--- config.mk ---
export PLATFORM = sky130hd
export DESIGN_NAME = stage0_fetch
export DESIGN_NICKNAME = d
export VERILOG_FILES = /design/src/rtl/stage0_fetch.sv
export SDC_FILE = /design/constraint.sdc
export NUM_CORES = 1
export LEC_CHECK = 0
export CAP_MARGIN = 20
export CORE_MARGIN = 2
export CORE_UTILIZATION = 39
export DETAILED_ROUTE_END_ITERATION = 10
export GPL_ROUTABILITY_DRIVEN = 0
export HOLD_SLACK_MARGIN = 0.08
export MAX_ROUTING_LAYER = met4
export PLACE_DENSITY = 0.76
export SYNTH_ARGS = -nofsm -noshare
export SYNTH_HDL_FRONTEND = slang
export SYNTH_SLANG_ARGS = --single-unit
export TNS_END_PERCENT = 1
--- constraint.sdc ---
create_clock -name clock -period 2 [get_ports clock]
set_input_delay 0.4 -clock clock [delete_from_list [all_inputs] [get_ports clock]]
set_output_delay 0.4 -clock clock [all_outputs]
set_load 0.005 [all_outputs]
--- src/rtl/stage0_fetch.sv ---
// rtl/stage0_fetch.sv - instruction fetch and stage sequencer ahead of the stage-1 operand mux
//
// Owns the program counter. Fetches one 32-bit word per instruction from ROM,
// latches the decoded fields, then steps stages 1..3 with one-hot strobes.
// Later stages can pause the sequence with hold or redirect it with a jump.
//
// Ports:
//   clock, reset        rising-edge clock, asynchronous active-low reset
//   rom_address/read    fetch request towards program ROM (rom_address = pc)
//   rom_ready/value     ROM response; rom_value is sampled only in FETCH
//   mblock_s1, vr_source    stage-1 source select and address/constant
//   vw_target, mblock_s3    write-back target and destination select
//   alu_op                  ALU operation
//   stage_s1/s2/s3          one-hot stage strobes
//   jump_en, jump_address   redirect, honoured only on the releasing S3 cycle
//   hold                    keeps the sequencer in S3 while high
//   pc                      address of the current instruction
//   fault                   sticky illegal-instruction flag
module stage0_fetch #(
  parameter logic [15:0] RESET_PC = 16'h0000
) (
  input  logic        clock,
  input  logic        reset,
  output logic [15:0] rom_address,
  output logic        rom_read,
  input  logic        rom_ready,
  input  logic [31:0] rom_value,
  output logic [1:0]  mblock_s1,
  output logic [7:0]  vr_source,
  output logic [7:0]  vw_target,
  output logic [1:0]  mblock_s3,
  output logic [3:0]  alu_op,
  output logic        stage_s1,
  output logic        stage_s2,
  output logic        stage_s3,
  input  logic        jump_en,
  input  logic [15:0] jump_address,
  input  logic        hold,
  output logic [15:0] pc,
  output logic        fault
);

  typedef enum logic [2:0] {
    IDLE  = 3'd0,
    FETCH = 3'd1,
    S1    = 3'd2,
    S2    = 3'd3,
    S3    = 3'd4,
    FAULT = 3'd5
  } state_t;

  state_t state, next_state;

  // Instruction word bits that carry no field, and the jump alignment bits.
  logic unused_bits;
  assign unused_bits = ^{rom_value[23:16], jump_address[1:0]};

  logic fetch_accept;
  logic s3_release;
  assign fetch_accept = (state == FETCH) && rom_ready;
  assign s3_release   = (state == S3) && !hold;

  always_ff @(posedge clock or negedge reset) begin
    if (!reset) begin
      state <= IDLE;
    end else begin
      state <= next_state;
    end
  end

  always_comb begin
    next_state = state;
    rom_read   = 1'b0;
    stage_s1   = 1'b0;
    stage_s2   = 1'b0;
    stage_s3   = 1'b0;
    fault      = 1'b0;
    case (state)
      IDLE: next_state = FETCH;
      FETCH: begin
        rom_read = 1'b1;
        if (rom_ready) begin
          // Stage-1 select 2'b01 is reserved: stop rather than execute it.
          next_state = (rom_value[25:24] == 2'b01) ? FAULT : S1;
        end
      end
      S1: begin
        stage_s1   = 1'b1;
        next_state = S2;
      end
      S2: begin
        stage_s2   = 1'b1;
        next_state = S3;
      end
      S3: begin
        stage_s3 = 1'b1;
        if (!hold) begin
          next_state = FETCH;
        end
      end
      FAULT: fault = 1'b1;
      default: next_state = IDLE;
    endcase
  end

  // pc only moves on the edge that leaves S3, so it is already the new
  // fetch address in the first FETCH cycle.
  always_ff @(posedge clock or negedge reset) begin
    if (!reset) begin
      pc <= RESET_PC;
    end else if (s3_release) begin
      if (jump_en) begin
        pc <= {jump_address[15:2], 2'b00};
      end else begin
        pc <= pc + 16'd4;
      end
    end
  end

  always_ff @(posedge clock or negedge reset) begin
    if (!reset) begin
      alu_op    <= 4'h0;
      mblock_s3 <= 2'b00;
      mblock_s1 <= 2'b00;
      vw_target <= 8'h00;
      vr_source <= 8'h00;
    end else if (fetch_accept) begin
      alu_op    <= rom_value[31:28];
      mblock_s3 <= rom_value[27:26];
      mblock_s1 <= rom_value[25:24];
      vw_target <= rom_value[15:8];
      vr_source <= rom_value[7:0];
    end
  end

  assign rom_address = pc;

endmodule

* Yosys cells after proc, flatten, opt, wreduce, memory -nomap -nowiden
Index checks and enable logic that the tools add are counted.
** Operators by class
- Add/sub/neg operators :: 1
- Equal/unequal tests :: 8
- Muxes and demuxes :: 10
- Bitwise operators :: 1
- Reductions and logical operators :: 5
** Operator list (count)
- $pmux W3 S6 :: 1
- $add A16 B3 Y16 const B :: 1
- $mux W16 :: 1
- $mux W3 :: 3
- $eq A3 B2 Y1 const B :: 2
- $eq A3 B3 Y1 const B :: 2
- $mux W1 :: 5
- $ne A2 B2 Y1 const B :: 2
- $eq A3 B1 Y1 const B :: 1
- $logic_not A3 Y1 :: 1
- $reduce_and A3 Y1 :: 1
- $eq A2 B1 Y1 const B :: 1
- $logic_and A1 B1 Y1 :: 2
- $logic_not A1 Y1 :: 1
- $not A1 Y1 :: 1
** Storage, ports and cells
- Register bits :: 43
- Input port bits :: 53
- Output and inout bits :: 61
- Logic and storage cells :: 32

* Depth between registers and ports, before layout
- Depth in word-level cells :: 4
- Gate-level depth with buffers :: 6
- Gate-level depth less buffers :: 5

* Least setup slack after synthesis
OpenSTA, ideal clock, no wires.
- Kind :: reg2reg
- Start :: register state[1]
- End :: register pc[13]
- Setup time :: 0.134 ns
- Data arrival time :: 1.497 ns
- Required time :: 1.866 ns
- Setup slack :: 0.369 ns
- Cell stages (with the launch flop) :: 6
- Buffers on the path :: 1
- Period minus slack after synthesis :: 1.631 ns
- Cell sequence :: dfrtp_1 -> or4b_1 -> clkbuf_1 -> or3_1 -> o21ai_0 -> a311oi_1
** Between the ends
- Cells in the longest elaborated chain, start to end :: 2
** Ends and longest elaborated chain
- from (decl) :: line 52 : state_t state, next_state;
- from (signal assigned) :: line 67 : state <= next_state;
- $eq A3 B3 Y1 :: line 61 : assign s3_release = (state == S3) && !hold;
- $logic_and A1 B1 Y1 :: line 61
- to (signal assigned) :: line 113 : pc <= {jump_address[15:2], 2'b00};
- to (signal assigned) :: line 115 : pc <= pc + 16'd4;
- to (decl) :: line 39 : output logic [15:0] pc,
Every way passes these cells.
A chain may end at the register's enable or synchronous reset.

* Worst setup path after layout
- Start :: register state[2]
- End :: output stage_s2
** Between the ends
- Cells in the longest elaborated chain, start to end :: 2
** Ends and longest elaborated chain
- $eq A3 B2 Y1 :: line 78 : case (state)
- $mux W1 :: line 78
- to (decl) :: line 34 : output logic stage_s2,
Every way passes these cells.

==> metrics <==
FF-to-FF End pc[14]; Final nets 349; Initial Util 0.409; pwr dens 1290 nW/um^2; Post-synth EDFFs 0; Leakage 1.34 nW; final hold viol count 0; Die H 77.9 um; CTS buffer count 5; worst-case reg-to-reg path depth 4; detailed-route DRC error count 0; initial antenna violation count 0; post-synthesis register bit count 41; CTS tree yes; unique cell type count in the Yosys netlist 40; run status completed; yosys warns 0; fraction of registers with async set/reset 1.00; Core Region 5200 um^2; vias in the first global route 1846; diodes inserted 0; Pre-antenna DRT Iters 4; register area share after synthesis 0.482; hpwl dp 3750 um; Synth top area share 0.482; final worst-path cycle share 0.970; R2R Path Start state[1]; CTS max path bufs 2; synth cell count leaders dfrtp_1 (41), mux2_2 (24), buf_4 (18); Sink Count 41; Final Skew 0.00996 ns; Crit. End Element output port; first-pass GRT wire length 8340 um; Chip Width 77.9 um; Final min period 1.94 ns; Synth area leaders dfrtp_1 (48%), mux2_2 (13%), buf_4 (6.3%), o21ai_0 (3.3%), a21oi_1 (2.3%); Synth Flop Type dfrtp_1; slowest CP cell clkdlybuf4s50_1; maximum fanout along the worst path 10; WL per Instance 13.8 um; highest routed layer met4; critical path class flip-flop to output port; Req. time, crit path 1.60 ns; CP bufs+invs 2; Setup Viol. Count Final 0; M1 wire length 2070 um; Total Wirelength 5030 um; Worst slew margin 0.654; crit path cell chain inv_2, and3_1, clkdlybuf4s50_1; critical path depth 3; reg2reg setup slack 0.27 ns; Worst IR Drop VDD 0.630 mV; Core Rows 26; Min Hold Slack 0.157 ns; HP Class input port to async pin; max-slew violations 0; Top Ports 114; WL met3 344 um; most frequent cell after synthesis dfrtp_1; Max Cap Viol 0; RSZ-0062 raised after global routing no; CTS root buf clkbuf_8; Area Overhead vs Synth 52.0%; share of cells above drive strength 1 0.169; syn_area_per_cell 10.4 um^2; CTS clk-pin slew, worst paths 0.08 ns; Cell Area, Synth 2130 um^2; Worst EP arrival 1.54 ns; Startpoint Class flip-flop; global router's overall resource usage 0.175; remaining antenna violation count after routing 0; Synth Instances 205; Highest Clock Rate 516 MHz; hold_buf cts 0; Synth area leader dfrtp_1; port bufs 99; CP delay by family, top buffers and inverters; worst-margin pin slew 0.520 ns; largest net degree at the start of global routing 42; DR vias 1889; Clock Latency Late Sink 0.28 ns; Layout Utilization 0.622; Critical Path Max Stage Delay 0.50 ns; WL met2 2580 um; DIE AREA 6070 um^2; 1st-iter DRT viols 106; total grt overflow 0; # H-tree levels 2; via-per-instance ratio 5.18
stage by stage:
step	instances	TNS, ns	setup WS, ns	power, mW	cell area [um^2]
floorplan	208	0	0.369	2.46	2140
global placement	358	-0.254	-0.0865	3.62	3150
detailed placement	358	-0.358	-0.0882	3.68	3150
CTS	365	0	0.00923	4.21	3230
global route	365	0	0.00131	4.47	3240
finish	365	0	0.0602	4.17	3240
report_power, final:
part,internal (mW),switching (mW)
clock,0.274,0.266
sequential,1.22,0.352
combinational,1.40,0.666
placed cells by master, fill, tap and decap left out, types with 2 or more instances in the layout:
master / Yosys / routed
or3_1: 3 / 3
mux2_2: 24 / 24
a22oi_1: 2 / 2
a31oi_1: 2 / 2
conb_1: 1 / 4
and3_1: 6 / 6
o21ai_0: 14 / 14
nand3_1: 9 / 9
buf_4: 18 / 13
clkbuf_8: 0 / 6
mux2i_1: 3 / 3
o22a_1: 2 / 2
nor3b_1: 3 / 3
a311oi_1: 4 / 4
dlymetal6s2s_1: 0 / 2
a21oi_1: 10 / 10
a211oi_1: 2 / 2
nand2_1: 9 / 9
nor4_1: 2 / 2
nor2b_1: 2 / 2
dfrtp_1: 41 / 40
dlygate4sd2_1: 0 / 2
nand4_1: 4 / 4
clkdlybuf4s50_1: 0 / 94
nor2_1: 8 / 8
nor3_1: 4 / 4
inv_1: 3 / 2
registers in the layout, summed over array words and instances (netlist names):
name and cells:
mblock_s1 2, vw_target 8, state 3, mblock_s3 2
alu_op 4, vr_source 8, pc 14
logic make-up after synthesis:
kind of cell / after synthesis / share of synthesized area
adder cells (fa/ha/maj): 1 / 0.00587
AND/OR/NAND/NOR: 58 / 0.152
buffers and inverters: 36 / 0.0975
flip-flops: 41 / 0.482
AO/OA/AOI/OAI: 41 / 0.120
other: 1 / 0.00176
multiplexers: 27 / 0.141
layout make-up:
cell class / instances / area [um^2]
Timing Repair Buffer: 113 / 1100
Fill cell: 445 / 1970
Inverter: 3 / 11.3
Tap cell: 70 / 87.6
Clock buffer: 7 / 86.3
Multi-Input combinational cell: 131 / 930
Sequential cell: 41 / 1030
how the worst max path moves through the flow:
stage,from,to,slack (ns)
after global placement,hold,pc[14],-0.09
after CTS,state[1],stage_s3,0.009
after floorplan,state[1],pc[13],0.37
after detailed placement,hold,pc[4],-0.09
final,state[2],stage_s2,0.06
after global routing,state[2],stage_s2,0.001
layer usage:
layer | track usage | up-vias
met3 | 0.0442 | 5
met5 | - | -
met1 | 0.206 | 915
li1 | - | 899
met4 | 0.0509 | 0
met2 | 0.297 | 70
what timing repair did:
action / CTS / global route
setup buffers: 0 / 0
setup endpoints to repair: 4 / 3
gates resized for setup: 3 / 4
(Power assumes the default switching activity.)
